<file path="config.mk">
export PLATFORM = sky130hd
export DESIGN_NAME = fetch_queue_stage
export DESIGN_NICKNAME = d
export VERILOG_FILES = /design/src/rtl/fetch_queue_stage_pkg.sv /design/src/rtl/fetch_queue_stage_fifo.sv /design/src/rtl/fetch_queue_stage.sv
export SDC_FILE = /design/constraint.sdc
export NUM_CORES = 1
export LEC_CHECK = 0
export ABC_AREA = 1
export BUFFER_PORTS_ARGS = -buffer_cell sky130_fd_sc_hd__buf_2
export CAP_MARGIN = 25
export CORE_MARGIN = 8
export CORE_UTILIZATION = 30
export DETAILED_ROUTE_END_ITERATION = 12
export SLEW_MARGIN = 5
export SYNTH_ARGS = -nofsm -noshare
export SYNTH_HDL_FRONTEND = slang
export SYNTH_HIERARCHICAL = 1
export SYNTH_SLANG_ARGS = --single-unit
</file>
<file path="constraint.sdc">
create_clock -name clk -period 9.7 [get_ports clk]
set_input_delay 0.97 -clock clk [delete_from_list [all_inputs] [get_ports clk]]
set_output_delay 0.97 -clock clk [all_outputs]
set_load 0.005 [all_outputs]
</file>
<file path="src/rtl/fetch_queue_stage_pkg.sv">
// Shared CPU constants: opcodes, func codes, instruction classes and the
// fetch-stage FSM state encoding, plus the head-instruction classifier.
package fetch_queue_stage_pkg;

    localparam logic [5:0] OP_RTYPE  = 6'h00;
    localparam logic [5:0] OP_J      = 6'h02;
    localparam logic [5:0] OP_BEQ    = 6'h04;
    localparam logic [5:0] OP_BNE    = 6'h05;
    localparam logic [5:0] OP_ADDI   = 6'h08;
    localparam logic [5:0] OP_ANDI   = 6'h0C;
    localparam logic [5:0] OP_ORI    = 6'h0D;
    localparam logic [5:0] OP_LW     = 6'h23;
    localparam logic [5:0] OP_SW     = 6'h2B;

    localparam logic [5:0] FUNC_SLL  = 6'h00;
    localparam logic [5:0] FUNC_SRL  = 6'h02;
    localparam logic [5:0] FUNC_SRA  = 6'h03;
    localparam logic [5:0] FUNC_SLLV = 6'h04;
    localparam logic [5:0] FUNC_SRLV = 6'h06;
    localparam logic [5:0] FUNC_SRAV = 6'h07;
    localparam logic [5:0] FUNC_ADD  = 6'h20;
    localparam logic [5:0] FUNC_SUB  = 6'h22;
    localparam logic [5:0] FUNC_AND  = 6'h24;
    localparam logic [5:0] FUNC_OR   = 6'h25;
    localparam logic [5:0] FUNC_NOR  = 6'h27;
    localparam logic [5:0] FUNC_SLT  = 6'h2A;

    localparam logic [3:0] INST_TYPE_NONE = 4'd0;
    localparam logic [3:0] INST_TYPE_ADD  = 4'd1;
    localparam logic [3:0] INST_TYPE_SUB  = 4'd2;
    localparam logic [3:0] INST_TYPE_AND  = 4'd3;
    localparam logic [3:0] INST_TYPE_OR   = 4'd4;
    localparam logic [3:0] INST_TYPE_NOR  = 4'd5;
    localparam logic [3:0] INST_TYPE_SLT  = 4'd6;
    localparam logic [3:0] INST_TYPE_SLL  = 4'd7;
    localparam logic [3:0] INST_TYPE_SRL  = 4'd8;
    localparam logic [3:0] INST_TYPE_SRA  = 4'd9;
    localparam logic [3:0] INST_TYPE_LW   = 4'd10;
    localparam logic [3:0] INST_TYPE_SW   = 4'd11;
    localparam logic [3:0] INST_TYPE_BEQ  = 4'd12;
    localparam logic [3:0] INST_TYPE_BNE  = 4'd13;
    localparam logic [3:0] INST_TYPE_JMP  = 4'd14;

    localparam logic [1:0] ST_RESET = 2'd0;
    localparam logic [1:0] ST_RUN   = 2'd1;
    localparam logic [1:0] ST_FULL  = 2'd2;
    localparam logic [1:0] ST_FLUSH = 2'd3;

    function automatic logic [3:0] classify_inst(input logic [5:0] op, input logic [5:0] fn);
        logic [3:0] t;
        t = INST_TYPE_NONE;
        case (op)
            OP_RTYPE: begin
                case (fn)
                    FUNC_ADD:             t = INST_TYPE_ADD;
                    FUNC_SUB:             t = INST_TYPE_SUB;
                    FUNC_AND:             t = INST_TYPE_AND;
                    FUNC_OR:              t = INST_TYPE_OR;
                    FUNC_NOR:             t = INST_TYPE_NOR;
                    FUNC_SLT:             t = INST_TYPE_SLT;
                    FUNC_SLL, FUNC_SLLV:  t = INST_TYPE_SLL;
                    FUNC_SRL, FUNC_SRLV:  t = INST_TYPE_SRL;
                    FUNC_SRA, FUNC_SRAV:  t = INST_TYPE_SRA;
                    default:              t = INST_TYPE_NONE;
                endcase
            end
            OP_ADDI: t = INST_TYPE_ADD;
            OP_ANDI: t = INST_TYPE_AND;
            OP_ORI:  t = INST_TYPE_OR;
            OP_LW:   t = INST_TYPE_LW;
            OP_SW:   t = INST_TYPE_SW;
            OP_BEQ:  t = INST_TYPE_BEQ;
            OP_BNE:  t = INST_TYPE_BNE;
            OP_J:    t = INST_TYPE_JMP;
            default: t = INST_TYPE_NONE;
        endcase
        return t;
    endfunction

endpackage

</file>
<file path="src/rtl/fetch_queue_stage_fifo.sv">
// Fetch queue storage: circular buffer of {pc, inst} entries with a
// synchronous clear used for branch redirects.
module fetch_fifo #(
    parameter int DEPTH = 4,
    parameter int W     = 64
) (
    input  logic                   clk,
    input  logic                   rst,
    input  logic                   clr,
    input  logic                   wr_en,
    input  logic [W-1:0]           wr_data,
    input  logic                   rd_en,
    output logic [W-1:0]           rd_data,
    output logic                   empty,
    output logic [$clog2(DEPTH):0] count
);
    localparam int PW = $clog2(DEPTH);

    logic [W-1:0]  mem [DEPTH];
    logic [PW-1:0] wr_ptr;
    logic [PW-1:0] rd_ptr;

    always_ff @(posedge clk) begin
        if (wr_en) mem[wr_ptr] <= wr_data;
    end

    always_ff @(posedge clk) begin
        if (rst || clr) begin
            wr_ptr <= '0;
            rd_ptr <= '0;
            count  <= '0;
        end else begin
            if (wr_en) wr_ptr <= wr_ptr + 1'b1;
            if (rd_en) rd_ptr <= rd_ptr + 1'b1;
            case ({wr_en, rd_en})
                2'b10:   count <= count + 1'b1;
                2'b01:   count <= count - 1'b1;
                default: count <= count;
            endcase
        end
    end

    assign rd_data = mem[rd_ptr];
    assign empty   = (count == '0);

endmodule

</file>
<file path="src/rtl/fetch_queue_stage.sv">
// Instruction fetch stage: PC sequencing, one-deep memory request pipeline,
// fetch queue with fall-through of the arriving response, head classifier.
//
// state    | meaning
// RESET    | first cycle after reset release, no request
// RUN      | issuing requests while queue plus in-flight is below DEPTH
// FULL     | queue plus in-flight at DEPTH, no request
// FLUSH    | cycle after a redirect, first request to the new target
module fetch_queue_stage
    import fetch_queue_stage_pkg::*;
#(
    parameter int          ADDR_W   = 8,
    parameter int          DEPTH    = 4,
    parameter logic [31:0] RESET_PC = 32'h0000_0000
) (
    input  logic                   clk,
    input  logic                   rst,
    input  logic                   ctrl_branch,
    input  logic [31:0]            branch_pc,
    output logic                   imem_en,
    output logic [ADDR_W-1:0]      imem_addr,
    input  logic [31:0]            imem_data,
    input  logic                   id_ready,
    output logic                   id_valid,
    output logic [31:0]            if_pc,
    output logic [31:0]            if_pc4,
    output logic [31:0]            if_inst,
    output logic [3:0]             if_ins_type,
    output logic [3:0]             if_ins_number,
    output logic [$clog2(DEPTH):0] q_count
);
    localparam int CW = $clog2(DEPTH) + 1;

    logic [1:0]    state;
    logic [1:0]    state_next;
    logic [31:0]   fpc;
    logic [31:0]   infl_pc;
    logic          inflight;
    logic [CW-1:0] q_cnt;
    logic          fifo_empty;
    logic [63:0]   fifo_head;
    logic          wr_en;
    logic          rd_en;
    logic          head_valid;
    logic [31:0]   head_pc;
    logic [31:0]   head_inst;
    logic [CW:0]   occ_now;
    logic [CW:0]   occ_next;

    assign occ_now  = {1'b0, q_cnt} + (CW+1)'(inflight);
    assign imem_en  = !rst && !ctrl_branch && (state != ST_RESET) && (occ_now < (CW+1)'(DEPTH));
    assign imem_addr = fpc[ADDR_W-1:0];

    // An arriving response is presented directly when the queue is empty,
    // so a redirect reaches decode two cycles later.
    assign head_valid = !rst && (!fifo_empty || inflight);
    assign {head_pc, head_inst} = fifo_empty ? {infl_pc, imem_data} : fifo_head;
    assign rd_en = head_valid && id_ready && !fifo_empty;
    assign wr_en = !rst && !ctrl_branch && inflight && !(fifo_empty && id_ready);

    assign occ_next = {1'b0, q_cnt} + (CW+1)'(wr_en) + (CW+1)'(imem_en) - (CW+1)'(rd_en);

    fetch_fifo #(.DEPTH(DEPTH), .W(64)) u_fifo (
        .clk     (clk),
        .rst     (rst),
        .clr     (ctrl_branch),
        .wr_en   (wr_en),
        .wr_data ({infl_pc, imem_data}),
        .rd_en   (rd_en),
        .rd_data (fifo_head),
        .empty   (fifo_empty),
        .count   (q_cnt)
    );

    always_comb begin
        state_next = state;
        if (ctrl_branch) begin
            state_next = ST_FLUSH;
        end else begin
            case (state)
                ST_RESET: state_next = ST_RUN;
                ST_FLUSH: state_next = ST_RUN;
                default:  state_next = (occ_next >= (CW+1)'(DEPTH)) ? ST_FULL : ST_RUN;
            endcase
        end
    end

    always_ff @(posedge clk) begin
        if (rst) begin
            state    <= ST_RESET;
            fpc      <= RESET_PC;
            inflight <= 1'b0;
            infl_pc  <= '0;
        end else begin
            state <= state_next;
            if (ctrl_branch) begin
                fpc      <= branch_pc;
                inflight <= 1'b0;
            end else begin
                inflight <= imem_en;
                if (imem_en) begin
                    fpc     <= fpc + 32'd1;
                    infl_pc <= fpc;
                end
            end
        end
    end

    assign id_valid      = head_valid;
    assign if_pc         = head_valid ? head_pc : '0;
    assign if_pc4        = head_valid ? head_pc + 32'd1 : '0;
    assign if_inst       = head_valid ? head_inst : '0;
    assign if_ins_type   = head_valid ? classify_inst(head_inst[31:26], head_inst[5:0]) : INST_TYPE_NONE;
    assign if_ins_number = head_valid ? head_pc[3:0] : '0;
    assign q_count       = rst ? '0 : q_cnt;

endmodule

</file>
==> impl_results.md <==
* Status: finished clean
* #FFs+latches synth at 332
* Clock power share at 43.8%
* Hold path cells at 1
* Worst R2R Path Depth at 17
* Cell-internal power at 2.42 mW
* DR WL/cell at 18.7 um
* Worst vdd ir at 0.0994 mV
* CTS tree: done
* Mean Syn Cell Area at 9.43 um^2
* Finished Cell Area at roughly 19,000 um^2
* Dpl hpwl at 31,200 um
* Worst-path fanout max at 65
* Buf/Inv on CP at 5
* DIE WIDTH at 247 um
* Syn Std Cell Area at about 16,000 um^2
* Rel. slew slack at 28.8%
* Switching Fraction at 22.1%
* Row count at 84
* Setup Fix Bufs, Post-CTS at 0
* Synth top area share at 48.2%
* Layout cell share with drive strength beyond 1 at 17.1%
* CTS clk-pin slew, worst paths at around 0.06 ns
* I/O pin cnt at between 150 and 200
* H-Tree Level Count at 2
* CP cell instances: buf_4, clkinv_1, buf_4, o21ai_1, o22ai_1, nor2_1, a21oi_4, ha_1, inv_1, nor2_1, nand2_1, nor2_2, nand2_1, nor3_2, nand2_1, nand2_1, nor2_1, buf_2
* R2R Path End: state[0]
* Reg area at between 9000 and 10,000 um^2
* Die area at 60,800 um^2
* Initial core utilization at 30.3%
* Vias in the first global route at 12,200
* Routability cong. at between 0.8 and 0.9
* Setup-failing EPs final at 0
* Fin util at 35.3%
* Total negative slack at 0 ns
* Setup slack after layout at 3.85 ns
* Core outline area at 52,600 um^2
* Warnings, synthesis at 6
* Via Count at approximately 13,000
* Root Driver: clkbuf_16
* Num Clock Sinks at 332
* Final ANT Viol Nets at 0
* R2R Setup Slk at between 6 and 7 ns
* Most frequent CP cell: nand2_1
* Layout area overhead at 16.2%
* Post-layout net count at ~1,900
* Switch Pwr at 688 uW
* CP Capture Type: primary output
* Final Slew Violations at 0
* Hold path startpoint: u_fifo/rd_ptr[1]
* Crit-path slowest cell: clkinv_1
* CP startpoint kind: flip-flop
* CP top delay family: buffers and inverters
* Worst-Margin Slew at ~1.1 ns
* Critical Path AT at 4.88 ns
* Drt drc at 0
* Longest Clk Path Bufs at 3
* CTS buffer count at 35
* Worst min path class: reg2reg
* Hold Violations, Final at 0
* Clk_lat worst skew at about 0.52 ns
* Fill cell count at 5,355
* GR Util All Layers at 15.1%
* Area leader, netlist: edfxtp_1
* F_max at 0.171 GHz
* Pwr/cell area at 168 nW/um^2
* # resized after CTS at 0
* Post-Layout Cell Count at approximately 2,500
* First-pass detailed-route iteration total at 5
* Max-Cap Viols at 0
* Syn_nets at about 1,800
* Sequential share of power at roughly 50%
* Power consumption at 3.11 mW
* Hold Slack at roughly 0.46 ns
* DRT iter0 DRCs at 1,090
* Unrepaired setup endpoints after global routing: false
* First-pass GRT wire length at 72,000 um
* Post-synth cell types at 40
* Post-layout minimum cycle time at 5.85 ns
* Port Buffers at 184
* Vias per cell at 4.96
* Period utilization at 60.3%
* Multi-input gate area at 5500 um^2
* Post-synthesis sequential area ratio at 57.8%
* R2R Path Start: u_fifo/count[2]
* Area contributors post-synth: edfxtp_1 48%, dfxtp_1 9.5%, nor2_1 6.7%, nand2_1 5.4%, o21ai_0 4.6%
* Max incr delay on CP at 0.98 ns
* Pleak at between 7 and 8 nW
* Antenna violations before repair at 3
* Placed cell count at 2,483
* Gr ovfl total at 0
* Pin count of the biggest net entering global routing at 77
* Kind of critical path: reg2out
* Post-Syn Instances at 1,691
* Diode count at 0
* Die Y at 247 um
* Final wirelength at 47,700 um
* Data required time of the critical path at between 8 and 9 ns
* Combinational share of power at 5.7%
* Dpl ws at 4.44 ns
* Hold Buf Count CTS at 0
* Placed cell areas at around 17,000 um^2
* Worst clock skew at a little over 0.01 ns
==> metal layers <==
metal | track usage (%) | vias to the layer above | part of all wire (%)
li1 | - | 6062 | -
met1 | 21.3 | 6030 | 46
met5 | 0 | - | 0
met4 | 3.22 | 0 | 1.5
met3 | 3.94 | 65 | 9.9
met2 | 23.2 | 496 | 43
==> registers in the layout, indices dropped and copies added (netlist names), named ones only <==
name / count
infl_pc: 32
fpc: 32
state: 2
u_fifo/mem: 256
u_fifo/wr_ptr: 2
u_fifo/count: 3
u_fifo/rd_ptr: 2
inflight: 1
==> final cells by class <==
cell class,count,share of cell area (%)
clock buffer,51,5.55
clock inverter,12,0.750
inverter,174,3.53
multi-input combinational,1089,29.7
sequential,332,49.7
tap,688,4.65
timing repair buffer,203,6.09
==> synth_stat cells, drive strengths merged <==
| library cell | number |
|---|---|
| nand3 | 44 |
| nor4 | 3 |
| and2 | 5 |
| a21oi | 62 |
| clkinv | 5 |
| o211ai | 3 |
| nand2 | 230 |
| xor2 | 30 |
| o31ai | 1 |
| a31oi | 14 |
| a2bb2oi | 1 |
| o22ai | 64 |
| nand4 | 17 |
| nor3 | 31 |
| o21ai | 239 |
| a21boi | 1 |
| nand3b | 2 |
| ha | 13 |
| buf | 53 |
| o221ai | 5 |
| clkbuf | 43 |
| fa | 1 |
| dfxtp | 76 |
| mux2 | 20 |
| inv | 169 |
| edfxtp | 256 |
| xnor2 | 9 |
| nor2 | 294 |
==> logic make-up (layout without fill, tap and decap cells) <==
| logic type | after synthesis | in the layout | share of synthesized area (%) |
|---|---|---|---|
| buffers and inverters | 270 | 440 | 7.86 |
| AO/OA/AOI/OAI | 390 | 390 | 13.4 |
| adder cells (fa/ha/maj) | 14 | 14 | 1.15 |
| flip-flops | 332 | 332 | 57.8 |
| XOR/XNOR | 39 | 39 | 2.14 |
| multiplexers | 20 | 20 | 1.41 |
| AND/OR/NAND/NOR | 626 | 626 | 16.3 |
==> how the worst max path moves through the flow <==
stage | startpoint | end | slack [ns] | cells past startpoint
after floorplan | u_fifo/count[2] | if_pc4[20] | 6.27 | 14
after global placement | flip-flop | if_pc4[18] | 4.49 | 18
after detailed placement | flip-flop | if_pc4[18] | 4.44 | 18
after CTS | flip-flop | if_pc4[18] | 3.87 | 18
after global routing | flip-flop | if_pc4[18] | 3.45 | 18
final | flip-flop | if_pc4[18] | 3.85 | 18
==> placed cells by master (no fill, tap or decap), types with 6 or more instances in the layout <==
cell | synthesis | layout
inv_2 | 3 | 7
a31oi_1 | 14 | 14
o21ai_0 | 147 | 147
dfxtp_1 | 76 | 74
clkbuf_1 | 40 | 9
ha_1 | 13 | 13
edfxtp_1 | 256 | 256
o21ai_1 | 85 | 85
nor2_1 | 285 | 285
clkinv_2 | 0 | 6
o21ai_2 | 7 | 7
xor2_1 | 30 | 30
buf_4 | 22 | 15
nor3_1 | 23 | 22
inv_1 | 166 | 162
xnor2_1 | 9 | 9
a21oi_1 | 58 | 57
nand4_1 | 17 | 17
buf_2 | 9 | 184
nand2_1 | 230 | 230
clkbuf_16 | 0 | 37
mux2_2 | 20 | 20
nor3_2 | 8 | 9
clkinv_1 | 5 | 6
o22ai_1 | 64 | 64
nand3_1 | 41 | 40
nor2_2 | 9 | 9
==> power by group through the flow <==
stage,clock network [mW],registers (mW),logic [mW]
5_1_grt,1.45,1.58,0.198
2_1_floorplan,0,1.60,0.108
3_5_place_dp,0,1.60,0.173
6_report,1.36,1.57,0.177
4_1_cts,1.39,1.57,0.174
3_3_place_gp,0,1.60,0.170
Power figures use the tool's default switching activity.
